## src/rtl/print_sequencer.sv

```systemverilog
// Board-dump sequencer: pulls NCHARS characters from the board-to-text converter
// one at a time and hands each to the UART, with request queueing and abort.
module print_sequencer #(
    parameter int NCHARS = 589
) (
    input  logic       clk,
    input  logic       rst_n,
    input  logic       print_req,
    input  logic       abort,
    input  logic [7:0] char_in,
    input  logic       tx_busy,
    output logic       processing,
    output logic       print_nxt,
    output logic       tx_start,
    output logic [7:0] tx_data,
    output logic       busy,
    output logic       done
);

    typedef enum logic [3:0] {
        IDLE,
        ARM,
        REQ,
        CAPT,
        SEND,
        HOLD,
        WAITTX,
        NEXT,
        DONE
    } state_t;

    localparam logic [9:0] LAST = 10'(NCHARS - 1);

    state_t     state_q, state_d;
    logic [9:0] count_q, count_d;
    logic       pending_q, pending_d;
    logic [7:0] tx_data_q, tx_data_d;

    always_ff @(posedge clk or negedge rst_n) begin
        if (!rst_n) begin
            state_q   <= IDLE;
            count_q   <= '0;
            pending_q <= 1'b0;
            tx_data_q <= '0;
        end else begin
            state_q   <= state_d;
            count_q   <= count_d;
            pending_q <= pending_d;
            tx_data_q <= tx_data_d;
        end
    end

    always_comb begin
        state_d    = state_q;
        count_d    = count_q;
        pending_d  = pending_q;
        tx_data_d  = tx_data_q;
        print_nxt  = 1'b0;
        tx_start   = 1'b0;
        done       = 1'b0;
        busy       = (state_q != IDLE);
        processing = (state_q != IDLE) && (state_q != DONE) && !abort;

        // Load on the edge into SEND so the new byte is already on tx_data
        // during the first SEND cycle, where tx_start may fire.
        if (state_q == CAPT) begin
            tx_data_d = char_in;
        end

        if (abort) begin
            state_d   = IDLE;
            pending_d = 1'b0;
        end else begin
            if (print_req && busy) begin
                pending_d = 1'b1;
            end
            unique case (state_q)
                IDLE: begin
                    if (print_req || pending_q) begin
                        state_d   = ARM;
                        pending_d = 1'b0;
                    end
                end
                ARM: begin
                    count_d = '0;
                    state_d = REQ;
                end
                REQ: begin
                    print_nxt = 1'b1;
                    state_d   = CAPT;
                end
                CAPT: begin
                    state_d = SEND;
                end
                SEND: begin
                    if (!tx_busy) begin
                        tx_start = 1'b1;
                        state_d  = HOLD;
                    end
                end
                HOLD: begin
                    state_d = WAITTX;
                end
                WAITTX: begin
                    if (!tx_busy) begin
                        state_d = NEXT;
                    end
                end
                NEXT: begin
                    if (count_q == LAST) begin
                        state_d = DONE;
                    end else begin
                        count_d = count_q + 10'd1;
                        state_d = REQ;
                    end
                end
                DONE: begin
                    done = 1'b1;
                    if (pending_q || print_req) begin
                        state_d   = ARM;
                        pending_d = 1'b0;
                    end else begin
                        state_d = IDLE;
                    end
                end
                default: begin
                    state_d = IDLE;
                end
            endcase
        end
    end

    assign tx_data = tx_data_q;

endmodule

```

## config.mk

```make
export PLATFORM = sky130hd
export DESIGN_NAME = print_sequencer
export DESIGN_NICKNAME = d
export VERILOG_FILES = /design/src/rtl/print_sequencer.sv
export SDC_FILE = /design/constraint.sdc
export NUM_CORES = 1
export LEC_CHECK = 0
export CORE_UTILIZATION = 40
export CTS_CLUSTER_SIZE = 25
export DETAILED_ROUTE_END_ITERATION = 6
export SLEW_MARGIN = 40
export SYNTH_ARGS = -nofsm -noshare
export SYNTH_HDL_FRONTEND = slang
export SYNTH_SLANG_ARGS = --single-unit
```

## constraint.sdc

```tcl
create_clock -name clk -period 2.4 [get_ports clk]
set_input_delay 0.6 -clock clk [delete_from_list [all_inputs] [get_ports clk]]
set_output_delay 0.6 -clock clk [all_outputs]
set_load 0.01 [all_outputs]
```

== After elaboration in Yosys (flattened, before gate mapping) ==
Index checks and enable logic that the tools add are counted.
Word-level totals
  bits in registers: 23
  bits of input ports: 13
  output and inout bits: 13
  logic and storage cells: 51
Operators by class
  add/sub/neg operators: 1
  equality and inequality tests: 14
  mux-type cells: 20
  bitwise gates (word level): 1
  reductions and logical operators: 11
Operators by type and width (number)
  $pmux 4 s9: 1
  $mux 4: 5
  $pmux 10 s2: 1
  $eq 4x3->1 const B: 4
  $mux 1: 12
  $add 10x1->10 const B: 1
  $eq 10x10->1 const B: 1
  $mux 10: 1
  $ne 3x3->1 const B: 3
  $eq 4x2->1 const B: 2
  $reduce_and 3->1: 2
  $eq 4x1->1 const B: 1
  $eq 4x4->1 const B: 1
  $logic_not 4->1: 1
  $ne 4x4->1 const B: 1
  $reduce_bool 4->1: 1
  $logic_and 1x1->1: 3
  $ne 2x2->1 const B: 1
  $reduce_bool 2->1: 1
  $reduce_or 2->1: 1
  $logic_not 1->1: 1
  $logic_or 1x1->1: 1
  $not 1->1: 1

== Longest topological paths before layout ==
Gate-level depths: netlist (run 1).
  depth after elaboration: 6
  mapped depth: 6
  depth with buffers taken out: 6

== Least setup slack after synthesis (run 1) ==
No wires, ideal clock.
  kind: flip-flop to output port
  from: register state_q[3]
  to: output port tx_start
  arrival: 1.493 ns
  required time: 1.800 ns
  slack: 0.307 ns
  cell stages (with the launch flop): 4
  buffers on the path: 1
  path through: dfrtp_1 -> buf_4 -> or4b_2 -> nor3_1
On the way
  word-level cells in the longest chain between the ends: 3
Ends and longest elaborated chain
  start: declaration: RTL line 34  | state_t state_q, state_d;
  start signal: assignment: RTL line 46  | state_q <= state_d;
  $eq 4x3->1: RTL line 77  | unique case (state_q)
  $mux 1: RTL line 77
  $mux 1: RTL line 70  | if (abort) begin
  end: declaration: RTL line 14  | output logic tx_start,
No other way between the ends.

== Worst setup path after layout (run 1) ==
  from: input port abort
  to: output port print_nxt
On the way
  word-level cells in the longest chain between the ends: 1
Ends and longest elaborated chain
  start: declaration: RTL line 9  | input logic abort,
  $mux 1: RTL line 70
  end: declaration: RTL line 13  | output logic print_nxt,
No other way between the ends.

==> summary.txt, run 1 <==
STA
  • Setup TNS: 0 ns
  • Worst hold slack: 0.489 ns
  • Final clock skew: 0.00392 ns
  • Final clock period utilization by the worst path: 0.974
  • RSZ-0062 raised after global routing: no
  • Final hold viol count: 0
  • Fmax: 428 MHz
  • Fin. max-slew vios: 0
  • Final worst path period need: 2.34 ns
  • Setup violations, final: 0
  • Max_slew headroom: 0.600
  • Worst Tran Pin Value: 0.596 ns
  • Setup ws final: 0.0626 ns

Yosys
  • Sequential share of the synthesized area: 0.441
  • Synth async-reset ratio: 1.00
  • Area leader, netlist: dfrtp_1
  • Syn nets: 142
  • Yosys warns: 0
  • Synth Register Bits: 23
  • Synth cell types: 43
  • Post-synth EDFFs: 0
  • Post-Syn Area per Cell: 10.3 µm²
  • Syn Inst Count: 127
  • Top_reg_cell synth: dfrtp_1
  • Mapped Area: 1310 µm²
  • Synth top area share: 0.441
  • Top cells by area, synth: dfrtp_1, mux2_2, o21ai_0, nor2_1, a21oi_1

CTS
  • Clk slew on worst S/H paths: 0.13 ns
  • Hold bufs inserted after CTS: 0
  • CTS Buf Count: 3
  • Post-CTS Setup Bufs: 0
  • Clock Path Buffers: 2
  • H-Tree Depth: 1
  • Clock Sinks: 23
  • Worst-skew pair later-pin latency: 0.31 ns
  • CTS tree: done
  • CTS root buf: clkbuf_4

Power and ir drop
  • Net Sw Frac: 0.292
  • Combinational share of power: 0.360
  • Sw power: 0.000311 W
  • Clock share of power: 0.172
  • Peak supply drop: 0.372 mV
  • P_leak: 0.732 nW
  • Internal power: 0.000754 W
  • Reg power frac: 0.468
  • Power Dens Cells: 645 nW/µm²
  • Total power: 0.00106 W

Critical path
  • CP max FO: 2
  • Worst EP required: 1.80 ns
  • Arr. time, crit path: 1.74 ns
  • Worst setup path category: in2out
  • Startpoint Class: primary input
  • CP endpoint kind: primary output

Global routing
  • Initial antenna violation count: 0
  • GRT Util Overall: 0.183
  • Total grt overflow: 0
  • Number of global-route vias before repair: 1109
  • Global-route wire length before repair: 4.86 mm
  • Pin count of the biggest net entering global routing: 24

Route
  • TritonRoute pass-1 iters: 4
  • Via Count: 1088
  • WL/cell: 13.6 µm
  • DRC Markers: 0
  • Routed vias/inst: 5.39
  • Initial DRC Count: 18
  • Post-DRT Antenna Nets: 0
  • Drt total wl: 2.75 mm

Status
  • Status: finished, final reports clean

Placement
  • Worst Setup Slack post-DPL: -0.208 ns
  • Final HPWL DP: 2.02 mm
  • Final GP Congestion: 0.780
  • Port bufs: 25

Floorplan
  • Number of placed I/O pins: 26
  • Initial Util: 0.424
  • Die height: 59.1 µm
  • # rows: 20
  • DIE WIDTH: 59.1 µm
  • Core area: 3080 µm²
  • Die Area: 3500 µm²

Finish
  • Most frequent cells in the layout: dfrtp_1, clkdlybuf4s50_1, buf_4
  • Layout cells sized above 1: 0.196
  • Final net count: 174
  • Area Overhead vs Synth: 26.5%
  • N_diodes: 0
  • Commonest non-fill, non-tap cell in the layout: dfrtp_1
  • Core Util, Final: 0.536

Flow run
  • Max Cap Violations: 0

Worst hold path
  • Worst hold path class: reg2reg
## final cells by class
cell class / count / area [µm²]
clock buffer: 3 / 22.5
clock inverter: 1 / 5.00
fill: 310 / 1430
inverter: 2 / 7.51
multi-input combinational: 93 / 666
sequential: 23 / 576
tap: 44 / 55.1
timing repair buffer: 36 / 319
## worst max-delay path: stages
cell and delay, ns:
clkdlybuf4s50_1 0.42, or2b_1 0.24, nor4_1 0.16, dlygate4sd2_1 0.31
## metal layers
layer	wire length, µm	global-route usage	up-vias	part of all wire
li1	-	-	541	-
met1	1360	0.247	529	0.49
met2	1310	0.299	16	0.47
met3	68	0.0284	2	0.025
met4	15	0.0680	0	0.0055
met5	0	0	-	0
## power groups by stage
| stage | clock network [W] | logic (W) | registers (W) |
|---|---|---|---|
| 2_1_floorplan | 0 | 0.000150 | 0.000537 |
| 3_3_place_gp | 0 | 0.000387 | 0.000502 |
| 3_5_place_dp | 0 | 0.000392 | 0.000506 |
| 4_1_cts | 0.000191 | 0.000389 | 0.000499 |
| 5_1_grt | 0.000210 | 0.000419 | 0.000511 |
| 6_report | 0.000183 | 0.000383 | 0.000498 |
## registers in the layout, indices dropped and copies added (netlist names)
| register | count |
|---|---|
| state_q | 4 |
| pending_q | 1 |
| count_q | 10 |
| tx_data | 8 |
## worst paths after layout
path / slack (ns) / startpoint / end / cells after the start
max reg2reg: 0.62 / state_q[2] / count_q[7] / 5
max in group asynchronous: 1.55 / rst_n / count_q[1] / 2
min: 0.49 / count_q[9] / count_q[9] / 1
min reg2reg: 0.49 / count_q[9] / count_q[9] / 1
max: 0.06 / abort / print_nxt / 4
min in group asynchronous: 0.62 / rst_n / count_q[5] / 2
## synthesized netlist by cell type (all sizes together) (2+ instances only)
| cell type | instances |
|---|---|
| and4 | 3 |
| mux2 | 8 |
| o21ai | 8 |
| a21oi | 6 |
| ha | 2 |
| a31oi | 2 |
| xnor2 | 2 |
| nor3b | 3 |
| nand4b | 3 |
| and3 | 4 |
| and2 | 2 |
| nand2 | 5 |
| clkbuf | 2 |
| nand4 | 4 |
| nor2 | 9 |
| buf | 7 |
| nor3 | 4 |
| nand3 | 5 |
| inv | 2 |
| nor4bb | 2 |
| nor4 | 3 |
| or4 | 2 |
| o31ai | 3 |
| dfrtp | 23 |
## metrics by stage
| step | instances | area [µm²] |
|---|---|---|
| 4_1_cts | 202 | 1660 |
| 2_1_floorplan | 127 | 1310 |
| 5_1_grt | 202 | 1650 |
| 6_report | 202 | 1650 |
| 3_5_place_dp | 198 | 1630 |
| 3_3_place_gp | 198 | 1630 |
## logic make-up (layout without fill, tap and decap cells)
kind of cell,Yosys count,after routing,synth area share
compound gates,25,25,0.128
xor+xnor,3,3,0.0201
fa+ha+maj,2,2,0.0192
buf+inv,11,42,0.0527
flops,23,23,0.441
mux,8,8,0.0690
simple gates,55,55,0.270
## what timing repair did
item | 4_1_cts | 5_1_grt
pin swaps | 0 | 0
resized for setup | 7 | 4
endpoints found under the setup margin | 5 | 2
cloned | 0 | 0
(Power assumes the default switching activity.)
==> run 2: changes to the inputs <==
==> constraint.sdc (replaced) <==
create_clock -name clk -period 2.2 [get_ports clk]
set_input_delay 0.55 -clock clk [delete_from_list [all_inputs] [get_ports clk]]
set_output_delay 0.55 -clock clk [all_outputs]
set_load 0.01 [all_outputs]
==> summary.txt, run 2 (synthesis results as in run 1) <==
Status
  • Status: finished, final reports clean

Finish
  • Final net count: 178
  • Most frequent cells in the layout: dfrtp_1, clkdlybuf4s50_1, buf_4
  • Top reg by flops: count_q
  • Commonest non-fill, non-tap cell in the layout: dfrtp_1
  • Fillers: 296
  • Core Util, Final: 0.552
  • Area Overhead vs Synth: 30.2%
  • Non-Filler Instances: 206
  • Layout cells sized above 1: 0.241
  • N_diodes: 0
  • Max reg flops: 10

CTS
  • H-Tree Depth: 1
  • Hold bufs inserted after CTS: 0
  • Clock Sinks: 23
  • Worst-skew pair later-pin latency: 0.31 ns
  • CTS tree: done
  • CTS root buf: clkbuf_4
  • Clock Path Buffers: 2
  • Clk slew on worst S/H paths: 0.13 ns
  • CTS Buf Count: 3

STA
  • Final worst path period need: 2.13 ns
  • Setup TNS: 0 ns
  • Final clock period utilization by the worst path: 0.970
  • RSZ-0062 raised after global routing: yes
  • Fmax: 469 MHz
  • Final hold viol count: 0
  • Worst hold slack: 0.518 ns
  • Fin. max-slew vios: 0
  • Max_slew headroom: 0.601
  • Setup violations, final: 0
  • Final clock skew: 0.00244 ns
  • Worst Tran Pin Value: 0.595 ns
  • Setup ws final: 0.0661 ns

Global routing
  • Initial antenna violation count: 0
  • Global-route wire length before repair: 4.78 mm
  • Number of global-route vias before repair: 1106
  • Total grt overflow: 0
  • Pin count of the biggest net entering global routing: 24
  • GRT Util Overall: 0.180

Route
  • Via Count: 1128
  • Routed vias/inst: 5.48
  • TritonRoute pass-1 iters: 4
  • Post-DRT Antenna Nets: 0
  • Initial DRC Count: 23
  • DRC Markers: 0
  • Drt total wl: 2.86 mm
  • WL/cell: 13.9 µm

Floorplan
  • Core area: 3080 µm²
  • # rows: 20
  • Number of placed I/O pins: 26
  • Die Area: 3500 µm²
  • Die height: 59.1 µm
  • DIE WIDTH: 59.1 µm
  • Initial Util: 0.424

Placement
  • Worst Setup Slack post-DPL: -0.354 ns
  • Port bufs: 25
  • Cell count after placement: 199
  • Final HPWL DP: 1.97 mm
  • Final GP Congestion: 0.790

Critical path
  • Critical path's top delay family: simple AND/OR/NAND/NOR gates
  • Slowest stage delay, CP: 0.43 ns
  • Worst path slowest cell: dfrtp_1
  • Worst EP required: 1.65 ns
  • CP endpoint kind: primary output
  • CP max FO: 7
  • FF-to-FF path depth: 6
  • Worst setup path category: reg2out
  • Critical Path Stages: 4
  • CP Buf/Inv Count: 2
  • Arr. time, crit path: 1.58 ns
  • Startpoint Class: flip-flop
  • CP cell instances: buf_6, or3_4, nor3b_2, buf_2

Power and ir drop
  • Reg power frac: 0.460
  • Power Dens Cells: 696 nW/µm²
  • Combinational share of power: 0.370
  • Net Sw Frac: 0.294
  • Clock share of power: 0.170
  • Peak supply drop: 0.401 mV
  • Sw power: 0.000347 W
  • P_leak: 0.756 nW
  • Internal power: 0.000835 W

Worst hold path
  • Worst hold path class: reg2reg
  • Hold path depth: 1

Flow run
  • Max Cap Violations: 0
-- run 2: cell count changes in the layout (fill, tap and decap cells not counted) --
cell | before | now
nor3b_2 | 0 | 1
nor3b_1 | 3 | 2
nor4_1 | 3 | 2
dlygate4sd2_1 | 3 | 1
buf_4 | 11 | 12
nor4_2 | 0 | 1
or4b_4 | 0 | 1
buf_2 | 1 | 3
or4b_2 | 1 | 0
buf_6 | 0 | 3
-- run 2: stage by stage --
step,power (W),cell area [µm²]
finish,0.00118,1700
global route,0.00126,1700
CTS,0.00119,1660
detailed placement,0.000985,1640
global placement,0.000975,1640
floorplan,0.000750,1310
-- run 2: final timing paths --
path | from | to | slack, ns
worst max-delay path | state_q[1] | done | 0.07
worst min-delay path | count_q[9] | count_q[9] | 0.52
worst max register to register | state_q[1] | count_q[0] | 0.31
worst min register to register | count_q[9] | count_q[9] | 0.52
max in group asynchronous | rst_n | tx_data[4] | 1.40
min in group asynchronous | rst_n | count_q[0] | 0.57
-- run 2: power by group through the flow --
stage          Sequential, W  Combinational, W  Clock (W)
2_1_floorplan       0.000586          0.000163          0
3_3_place_gp        0.000547          0.000428          0
3_5_place_dp        0.000551          0.000434          0
4_1_cts             0.000544          0.000430   0.000214
5_1_grt             0.000554          0.000471   0.000234
6_report            0.000544          0.000438   0.000201
-- run 2: area by class of cell --
class / instances / area (µm²) / share of cell area
clock buffer: 3 / 22.5 / 0.0133
clock inverter: 1 / 5.00 / 0.00295
inverter: 2 / 7.51 / 0.00442
multi-input combinational: 93 / 681 / 0.401
sequential: 23 / 576 / 0.339
tap: 44 / 55.1 / 0.0324
timing repair buffer: 40 / 353 / 0.208
-- run 2: worst reg2reg max path, stage by stage, from the launching register on --
cell     delay (ns)
dfrtp_1        0.43
buf_6          0.14
buf_4          0.14
xnor2_1        0.37
and2_1         0.37
nand2_1        0.12
a22o_1         0.24
-- run 2: repair_timing --
item / in CTS / in global routing
buffers inserted: 0 / 3
pin swaps: 0 / 2
resized for setup: 19 / 5
setup endpoints to repair: 5 / 2
-- run 2: per-layer routing --
layer | vias to the layer above | GRT usage | wire (µm)
met3 | 4 | 0.0262 | 108
li1 | 550 | - | -
met5 | - | 0 | 0
met4 | 0 | 0.0850 | 34
met1 | 542 | 0.233 | 1340
met2 | 32 | 0.297 | 1380
